### config.mk
export PLATFORM = sky130hd
export DESIGN_NAME = wb_dest_queue_flat
export DESIGN_NICKNAME = d
export VERILOG_FILES = /design/src/rtl/wb_dest_queue_pkg.sv /design/src/rtl/wb_dest_queue_if.sv /design/src/rtl/wb_dest_queue_dest_sel.sv /design/src/rtl/wb_dest_queue.sv /design/src/flat_wrapper.sv
export SDC_FILE = /design/constraint.sdc
export NUM_CORES = 1
export LEC_CHECK = 0
export CORE_MARGIN = 2
export CORE_UTILIZATION = 45
export CTS_BUF_LIST = sky130_fd_sc_hd__clkbuf_4 sky130_fd_sc_hd__clkbuf_8
export DETAILED_ROUTE_END_ITERATION = 12
export GPL_TIMING_DRIVEN = 0
export PLACE_DENSITY = 0.69
export SYNTH_ARGS = -nofsm -noshare
export SYNTH_HDL_FRONTEND = slang
export SYNTH_SLANG_ARGS = --single-unit
### constraint.sdc
create_clock -name clk -period 4.4 [get_ports clk]
set_input_delay 1.32 -clock clk [delete_from_list [all_inputs] [get_ports clk]]
set_output_delay 1.32 -clock clk [all_outputs]
set_load 0.02 [all_outputs]
### src/rtl/wb_dest_queue_pkg.sv
// Shared constants for write-back destination selection and queueing.
// Imported by the selector, the queue and its bench.
package wb_dest_queue_pkg;

  localparam logic [1:0] WR_DST_RD = 2'b00;
  localparam logic [1:0] WR_DST_SP = 2'b01;
  localparam logic [1:0] WR_DST_RA = 2'b10;
  localparam logic [1:0] WR_DST_RT = 2'b11;

  localparam int DEF_SP_IDX = 29;
  localparam int DEF_RA_IDX = 31;

endpackage

### src/rtl/wb_dest_queue_if.sv
// Issue / retire / scoreboard-query bundle between decode and the destination queue.
// The master side drives requests and queries; the slave side is the queue.
interface wb_dest_queue_if #(
  parameter int REG_AW = 5,
  parameter int DEPTH  = 4
);
  localparam int CW = $clog2(DEPTH + 1);

  logic              issue_valid;
  logic              issue_ready;
  logic [1:0]        write_reg_ctrl;
  logic [REG_AW-1:0] rd_idx;
  logic [REG_AW-1:0] rt_idx;
  logic              retire;
  logic              flush;
  logic              head_valid;
  logic [REG_AW-1:0] head_dest;
  logic [CW-1:0]     count;
  logic [REG_AW-1:0] query_a;
  logic [REG_AW-1:0] query_b;
  logic              hazard_a;
  logic              hazard_b;

  modport master (
    output issue_valid, write_reg_ctrl, rd_idx, rt_idx, retire, flush, query_a, query_b,
    input  issue_ready, head_valid, head_dest, count, hazard_a, hazard_b
  );

  modport slave (
    input  issue_valid, write_reg_ctrl, rd_idx, rt_idx, retire, flush, query_a, query_b,
    output issue_ready, head_valid, head_dest, count, hazard_a, hazard_b
  );

endinterface

### src/rtl/wb_dest_queue_dest_sel.sv
// Combinational 4:1 select of the write-back register index from the
// instruction fields and the destination control code.
module wb_dest_sel
  import wb_dest_queue_pkg::*;
#(
  parameter int REG_AW = 5,
  parameter int SP_IDX = DEF_SP_IDX,
  parameter int RA_IDX = DEF_RA_IDX
) (
  input  logic [1:0]        ctrl,
  input  logic [REG_AW-1:0] rd_idx,
  input  logic [REG_AW-1:0] rt_idx,
  output logic [REG_AW-1:0] dest
);

  // destination index decode
  always_comb begin
    dest = rd_idx;
    case (ctrl)
      WR_DST_RD: dest = rd_idx;
      WR_DST_SP: dest = REG_AW'(SP_IDX);
      WR_DST_RA: dest = REG_AW'(RA_IDX);
      WR_DST_RT: dest = rt_idx;
      default:   dest = rd_idx;
    endcase
  end

endmodule

### src/rtl/wb_dest_queue.sv
// In-order queue of in-flight register writes that doubles as a RAW scoreboard:
// every valid entry is compared against two source-index queries.
module wb_dest_queue
  import wb_dest_queue_pkg::*;
#(
  parameter int REG_AW = 5,
  parameter int DEPTH  = 4,
  parameter int SP_IDX = DEF_SP_IDX,
  parameter int RA_IDX = DEF_RA_IDX
) (
  input logic            clk,
  input logic            reset,
  wb_dest_queue_if.slave bus
);

  localparam int PW = $clog2(DEPTH);
  localparam int CW = $clog2(DEPTH + 1);

  logic [REG_AW-1:0] dest_r [DEPTH];
  logic [DEPTH-1:0]  valid_r;
  logic [PW-1:0]     wr_ptr_r;
  logic [PW-1:0]     rd_ptr_r;
  logic [CW-1:0]     count_r;

  logic [REG_AW-1:0] sel_dest_s;
  logic              head_valid_s;
  logic              pop_s;
  logic              push_s;
  logic              ready_s;
  logic              hazard_a_s;
  logic              hazard_b_s;

  wb_dest_sel #(
    .REG_AW (REG_AW),
    .SP_IDX (SP_IDX),
    .RA_IDX (RA_IDX)
  ) u_sel (
    .ctrl   (bus.write_reg_ctrl),
    .rd_idx (bus.rd_idx),
    .rt_idx (bus.rt_idx),
    .dest   (sel_dest_s)
  );

  // handshake: a same-cycle retire frees a slot, so a full queue can still accept
  always_comb begin
    head_valid_s = valid_r[rd_ptr_r];
    pop_s        = bus.retire && head_valid_s;
    ready_s      = (count_r < CW'(DEPTH)) || pop_s;
    push_s       = bus.issue_valid && ready_s && (sel_dest_s != REG_AW'(0));
  end

  // scoreboard match of both queries against registered entries only
  always_comb begin
    hazard_a_s = 1'b0;
    hazard_b_s = 1'b0;
    for (int i = 0; i < DEPTH; i++) begin
      hazard_a_s = hazard_a_s | (valid_r[i] && (dest_r[i] == bus.query_a));
      hazard_b_s = hazard_b_s | (valid_r[i] && (dest_r[i] == bus.query_b));
    end
    hazard_a_s = hazard_a_s && (bus.query_a != REG_AW'(0));
    hazard_b_s = hazard_b_s && (bus.query_b != REG_AW'(0));
  end

  // queue state: reset, then flush, then pop/push
  always_ff @(posedge clk) begin
    if (reset) begin
      valid_r  <= '0;
      wr_ptr_r <= '0;
      rd_ptr_r <= '0;
      count_r  <= '0;
      for (int i = 0; i < DEPTH; i++) begin
        dest_r[i] <= '0;
      end
    end else if (bus.flush) begin
      valid_r  <= '0;
      wr_ptr_r <= '0;
      rd_ptr_r <= '0;
      count_r  <= '0;
    end else begin
      // pop is written first so a push into the slot just freed (full case) wins
      if (pop_s) begin
        valid_r[rd_ptr_r] <= 1'b0;
        rd_ptr_r          <= rd_ptr_r + PW'(1);
      end
      if (push_s) begin
        valid_r[wr_ptr_r] <= 1'b1;
        dest_r[wr_ptr_r]  <= sel_dest_s;
        wr_ptr_r          <= wr_ptr_r + PW'(1);
      end
      case ({push_s, pop_s})
        2'b10:   count_r <= count_r + CW'(1);
        2'b01:   count_r <= count_r - CW'(1);
        default: count_r <= count_r;
      endcase
    end
  end

  assign bus.issue_ready = ready_s;
  assign bus.head_valid  = head_valid_s;
  assign bus.head_dest   = head_valid_s ? dest_r[rd_ptr_r] : REG_AW'(0);
  assign bus.count       = count_r;
  assign bus.hazard_a    = hazard_a_s;
  assign bus.hazard_b    = hazard_b_s;

endmodule
### src/flat_wrapper.sv
// flat-port wrapper written by rule: the top's interface ports become plain ports
module wb_dest_queue_flat import wb_dest_queue_pkg::*;
#(
  parameter int REG_AW = 5,
  parameter int DEPTH  = 4,
  parameter int SP_IDX = DEF_SP_IDX,
  parameter int RA_IDX = DEF_RA_IDX
)
  (clk, reset, bus_issue_valid, bus_write_reg_ctrl, bus_rd_idx, bus_rt_idx, bus_retire, bus_flush, bus_query_a, bus_query_b, bus_issue_ready, bus_head_valid, bus_head_dest, bus_count, bus_hazard_a, bus_hazard_b);
  wb_dest_queue_if #(.REG_AW(REG_AW), .DEPTH(DEPTH)) bus_i ();
  input logic clk;
  input logic reset;
  input wire logic [$bits(bus_i.issue_valid)-1:0] bus_issue_valid;
  input wire logic [$bits(bus_i.write_reg_ctrl)-1:0] bus_write_reg_ctrl;
  input wire logic [$bits(bus_i.rd_idx)-1:0] bus_rd_idx;
  input wire logic [$bits(bus_i.rt_idx)-1:0] bus_rt_idx;
  input wire logic [$bits(bus_i.retire)-1:0] bus_retire;
  input wire logic [$bits(bus_i.flush)-1:0] bus_flush;
  input wire logic [$bits(bus_i.query_a)-1:0] bus_query_a;
  input wire logic [$bits(bus_i.query_b)-1:0] bus_query_b;
  output wire logic [$bits(bus_i.issue_ready)-1:0] bus_issue_ready;
  output wire logic [$bits(bus_i.head_valid)-1:0] bus_head_valid;
  output wire logic [$bits(bus_i.head_dest)-1:0] bus_head_dest;
  output wire logic [$bits(bus_i.count)-1:0] bus_count;
  output wire logic [$bits(bus_i.hazard_a)-1:0] bus_hazard_a;
  output wire logic [$bits(bus_i.hazard_b)-1:0] bus_hazard_b;
  assign bus_i.issue_valid = bus_issue_valid;
  assign bus_i.write_reg_ctrl = bus_write_reg_ctrl;
  assign bus_i.rd_idx = bus_rd_idx;
  assign bus_i.rt_idx = bus_rt_idx;
  assign bus_i.retire = bus_retire;
  assign bus_i.flush = bus_flush;
  assign bus_i.query_a = bus_query_a;
  assign bus_i.query_b = bus_query_b;
  assign bus_issue_ready = bus_i.issue_ready;
  assign bus_head_valid = bus_i.head_valid;
  assign bus_head_dest = bus_i.head_dest;
  assign bus_count = bus_i.count;
  assign bus_hazard_a = bus_i.hazard_a;
  assign bus_hazard_b = bus_i.hazard_b;
  wb_dest_queue #(.REG_AW(REG_AW), .DEPTH(DEPTH), .SP_IDX(SP_IDX), .RA_IDX(RA_IDX)) u_core (.clk(clk), .reset(reset), .bus(bus_i));
endmodule
### After elaboration in Yosys (flattened, before gate mapping)

Memory sizes are Yosys's and may differ from the RTL's. A register that Yosys moved wholly into a read port is not among the register bits.
Index checks and enable logic that the tools add are counted.

| word-level totals | value |
|---|---|
| register bits after elaboration | 11 |
| bits in writable memories | 20 |
| input port bits | 27 |
| output and inout bits | 12 |
| word-level logic and storage cells | 83 |
| memories kept | 1 |

Memories:

| name | depth | bits a word | read ports | clocked after Yosys merged registers in | wr ports | RTL line | source |
|---|---|---|---|---|---|---|---|
| u_core.dest_r | 4 | 5 | 5 | 1 | 4 | wb_dest_queue.sv:19 | `logic [REG_AW-1:0] dest_r [DEPTH];` |

| cells by class | value |
|---|---|
| $add $sub $neg | 4 |
| order comparisons | 5 |
| equal/unequal tests | 13 |
| muxes and demuxes | 24 |
| bitwise logic cells | 9 |
| reductions and logical operators | 23 |

Operator list:

| kind | count |
|---|---|
| 5-bit equality test | 8 |
| 5-bit case mux with 4 select lines | 1 |
| 4-bit 2-to-1 mux | 4 |
| 1-bit logical AND | 15 |
| 5-bit nonzero test | 3 |
| 1-bit 2-to-1 mux | 10 |
| 5-bit 2-to-1 mux | 2 |
| 2-bit equality test, second input constant | 3 |
| 2-bit by 3-bit < comparator with 1-bit output, second input constant | 2 |
| 2-bit 2-to-1 mux | 3 |
| 1-bit bitwise OR | 6 |
| 3-bit case mux with 2 select lines | 1 |
| 5-bit OR reduction | 1 |
| 2-bit by 1-bit adder with 2-bit output, second input constant | 2 |
| 4-bit bitwise AND | 1 |
| 1-bit demux with 2-bit select | 2 |
| 2-bit by 1-bit equality test with 1-bit output, second input constant | 2 |
| 2-bit by 1-bit >= comparator with 1-bit output, second input constant | 2 |
| 4-bit NOT | 1 |
| 4-bit bitwise OR | 1 |
| 3-bit by 1-bit adder with 3-bit output, second input constant | 1 |
| 3-bit < comparator, second input constant | 1 |
| 3-bit by 1-bit subtractor with 3-bit output, second input constant | 1 |
| 1-bit binary-select mux with 2-bit select | 1 |
| other kinds (4) | 4 |

### Longest topological paths before layout

| depth | value |
|---|---|
| depth after elaboration | 12 |
| gate-level depth with buffers | 11 |
| mapped depth without buffers | 9 |

### Hierarchy

A second synthesis with hierarchy kept.

| second synthesis, totals | value |
|---|---|
| cell total of the unflattened synthesis | 219 |
| area total of the unflattened synthesis | 2264.7 um^2 |

Modules (own cells, without submodules):

| module | instances | cells an instance | area an instance (um^2) | sequential area each (um^2) |
|---|---|---|---|---|
| wb_dest_queue | 1 | 210 | 2204.6 | 860.8 |
| wb_dest_sel | 1 | 9 | 60.1 | 0.0 |

### Worst setup path before layout

Ideal clock, no wire load.

| path | value |
|---|---|
| path type | input -> output |
| start point | input port bus_query_b[0] |
| end point | output port bus_hazard_b |
| arrival | 2.294 ns |
| data required time | 3.080 ns |
| setup slack | 0.786 ns |
| stages | 6 |
| path buffers | 1 |
| cells stage by stage | clkbuf_1 -> xor2_1 -> nor4_1 -> nand3_1 -> nand4_1 -> o21a_1 |

| between the ends | value |
|---|---|
| longest elaborated chain between the ends | 6 |
| elaborated cells on any way between the ends | 13 |
| those cells by class | eq/ne: 4; bitwise: 3; reduce/logical: 6 |

RTL lines:

| element | RTL line | source |
|---|---|---|
| start, declared | flat_wrapper.sv:20 | `input wire logic [$bits(bus_i.query_b)-1:0] bus_query_b;` |
| 5-bit equality test | wb_dest_queue.sv:58 | `hazard_b_s = hazard_b_s \| (valid_r[i] && (dest_r[i] == bus.query_b));` |
| 1-bit logical AND | wb_dest_queue.sv:58 |  |
| 1-bit bitwise OR (3 in series) | wb_dest_queue.sv:58 |  |
| 1-bit logical AND * | wb_dest_queue.sv:61 | `hazard_b_s = hazard_b_s && (bus.query_b != REG_AW'(0));` |
| end, declared | flat_wrapper.sv:26 | `output wire logic [$bits(bus_i.hazard_b)-1:0] bus_hazard_b;` |

Mark *: on every way between the ends. The rest lies on a longest branch, timed or not.

### Final worst setup path

| path | value |
|---|---|
| start point | input port bus_query_a[2] |
| end point | output port bus_hazard_a |

| between the ends | value |
|---|---|
| longest elaborated chain between the ends | 6 |
| elaborated cells on any way between the ends | 13 |
| those cells by class | eq/ne: 4; bitwise: 3; reduce/logical: 6 |

RTL lines:

| element | RTL line | source |
|---|---|---|
| start, declared | flat_wrapper.sv:19 | `input wire logic [$bits(bus_i.query_a)-1:0] bus_query_a;` |
| 5-bit equality test | wb_dest_queue.sv:57 | `hazard_a_s = hazard_a_s \| (valid_r[i] && (dest_r[i] == bus.query_a));` |
| 1-bit logical AND | wb_dest_queue.sv:57 |  |
| 1-bit bitwise OR (3 in series) | wb_dest_queue.sv:57 |  |
| 1-bit logical AND * | wb_dest_queue.sv:60 | `hazard_a_s = hazard_a_s && (bus.query_a != REG_AW'(0));` |
| end, declared | flat_wrapper.sv:25 | `output wire logic [$bits(bus_i.hazard_a)-1:0] bus_hazard_a;` |

Marks and branches as above.

==> impl_metrics.ini <==
[synthesis]
syn-cell-area_um2 = 2291
yosys_warnings = 0
synth-compound-area-share = 0.08192
synthAdderAreaFrac = 0.05789
syn_nets = 274
yosysSeqAreaShare = 0.3758
syn-instance-count = 237
async_flop_share = 0
synth_enable_flop_cells = 20
synth_top_family_by_area = simple AND/OR/NAND/NOR gates
synth_cell_types = 40
synthXorXnorAreaFrac = 0.1682
avgSynthCellArea_um2 = 9.666
synth_flop_cell = edfxtp_1
yosys_register_bits = 33
synthMuxAreaShare = 0.06718
synth-simple-area-share = 0.2054

[power_and_ir_drop]
p_comb_frac = 0.189
seq_power_share = 0.516
power_density_nw_per_um2 = 252.0
p_sw_w = 0.0001832
intPower_w = 0.0005111
pwr-share-clk = 0.295
power_leakage_nw = 1.041
peakVddDrop_mv = 0.1420
swShare = 0.2639

[clocking]
insertion_delay_ps = 280
cts_buffer_depth = 2
cts_buffers = 5
tritoncts = built
htree_levels = 2
cts_sinks = 33
clk_pin_slew_ps = 60
root_buffer = clkbuf_8
holdBufCountCts = 0

[global_route]
gr-total-overflow = 0
antenna_found_initial = 0
grtUsageTotal = 0.1836
grt_pass1_wl_um = 7741
grt_pass1_vias = 1682
grt_max_degree = 11

[detailed_routing]
final_antenna_net_count = 0
wl_per_cell_um = 13.96
routed_wl_um = 4747
avgViaCountPerCell = 5.191
remaining_drc_errors = 0
drt_pre_antenna_iters = 4
vias = 1765
dr.first_iter.drc_count = 64

[worst_setup_path]
cp-end-kind = primary output
start_kind = input pin
path_cells = clkbuf_1 > xor2_1 > nor4_2 > nand3_1 > nand4_1 > o21a_1 > clkdlybuf4s50_1
cp.arrival_ps = 2980
critPathMaxStageDelay_ps = 600
crit_fanout = 5
path_buf_inv = 2
crit_path_top_delay_cell = clkdlybuf4s50_1
path_delay_family = buffers and inverters
critPathKind = input pin to primary output
required_ps = 3080

[timing]
finalMaxSlewViolations = 0
finalHoldViolCount = 0
setup_slack_ps = 104.9
relSlewSlack = 0.6226
setup_violations = 0
period_share = 0.9762
tightest_slew_ps = 561.2
period_minus_slack_ps = 4295
clock.fmax_mhz = 232.8
grt_setup_unrepaired = false
finClkSkew_ps = 2.185

[finish]
area_growth_pct = 20.26
final_cell_mix = 34 x xor2_1, 32 x nor2_1, 28 x clkdlybuf4s50_1
drive_above_1_share = 0.1136
final_common_cell = xor2_1
nNetsFinal = 309
diodes = 0
post-route-util = 0.5719

[floorplanning]
core.rowCount = 25
start_util = 0.4756
core_area_um2 = 4817
die_y_um = 75.35
pin_count = 39
die_w_um = 75.35
die_area_um2 = 5678

[min_path]
hp-class = register to register

[placed_design]
gp_routability_congestion = 0.8632
dp_slack_ps = -38.66
io_buffers = 28
hpwl_um = 3916

[run_status]
status = finished clean

[flow_run]
cap_violations = 0
-- worst paths after layout --
check	from	end	slack (ps)	depth (start not counted)
setup / recovery	bus_query_a[2]	bus_hazard_a	100	7
hold / removal	u_core.bus.count[2]	u_core.bus.count[2]	520	2
setup reg to reg	u_core.rd_ptr_r[0]	u_core.bus.count[2]	1660	10
hold reg to reg	u_core.bus.count[2]	u_core.bus.count[2]	520	2
-- Yosys cell counts (2+ instances only) --
master,instances,share of area
or3_1,2,0.0055
nor4bb_1,2,0.0087
inv_1,9,0.015
or2_2,2,0.0055
nand3b_1,4,0.013
mux2i_1,3,0.013
buf_1,2,0.0033
nor4_1,10,0.027
nand3_1,10,0.022
o21a_1,2,0.0066
clkbuf_1,11,0.018
ha_1,9,0.049
nor2_1,32,0.052
xnor2_1,10,0.038
mux4_2,5,0.049
o21bai_1,2,0.0066
buf_2,2,0.0044
nor2b_1,5,0.014
o31ai_1,3,0.0098
or3_4,2,0.0098
dfxtp_1,13,0.11
nand2_1,13,0.021
o21ai_0,7,0.015
a21oi_1,3,0.0066
edfxtp_1,20,0.26
nand4_1,2,0.0055
xor2_1,34,0.13
a21o_1,5,0.016
or4_1,2,0.0066
-- layout make-up --
cell class                 count  area (um^2)
inverter                       9        33.78
tap                           67        83.83
sequential                    33        860.8
multi-input combinational    179         1343
clock buffer                   5        68.82
buffer                        16        72.57
fill                         459         2062
timing repair buffer          28        280.3
clock inverter                 3        12.51
-- power groups by stage --
stage | logic (W) | clock network, W | registers [W]
finish | 0.000131 | 0.000205 | 0.000358
global route | 0.000144 | 0.000225 | 0.000360
CTS | 0.000131 | 0.000211 | 0.000358
detailed placement | 0.000129 | 0 | 0.000365
global placement | 0.000127 | 0 | 0.000364
floorplan | 0.0000864 | 0 | 0.000361
-- timing repair --
| action | CTS | global route |
|---|---|---|
| setup buffers | 0 | 0 |
| gates resized for setup | 2 | 10 |
| cloned | 0 | 0 |
| endpoints found under the setup margin | 1 | 2 |
| hold endpoints to repair | 0 | 0 |
-- metal layers --
metal / track usage / wire, um
met1: 0.2394 / 2193
met2: 0.3140 / 2286
met3: 0.02513 / 193
met4: 0.06433 / 73
met5: 0 / 0
-- logic make-up after synthesis --
group,after synthesis
flops,33
mux,9
fa+ha+maj,10
xor+xnor,44
buf+inv,25
compound gates,27
simple gates,89
-- worst min-delay path: cells and delay by family (launching register included) --
family         cells  cell delay [ps]
AO/OA/AOI/OAI      2              140
flip-flops         1              340
-- state kept, by name, summed over array words and instances (netlist names), named ones only --
register,cells
u_core.dest_r,20
u_core.valid_r,4
u_core.bus.count,3
u_core.rd_ptr_r,2
u_core.wr_ptr_r,2
-- through the flow --
step	power, W	instance area [um^2]	hold slack [ps]	instances	TNS, ps
floorplan	0.0004474	2291	519.7	237	0
global placement	0.0004910	2655	497.0	332	0
detailed placement	0.0004934	2655	514.6	332	-38.66
CTS	0.0006997	2749	526.4	340	0
global route	0.0007291	2755	545.1	340	0
finish	0.0006944	2755	524.8	340	0
No activity file was read; power rests on OpenSTA's default activity.
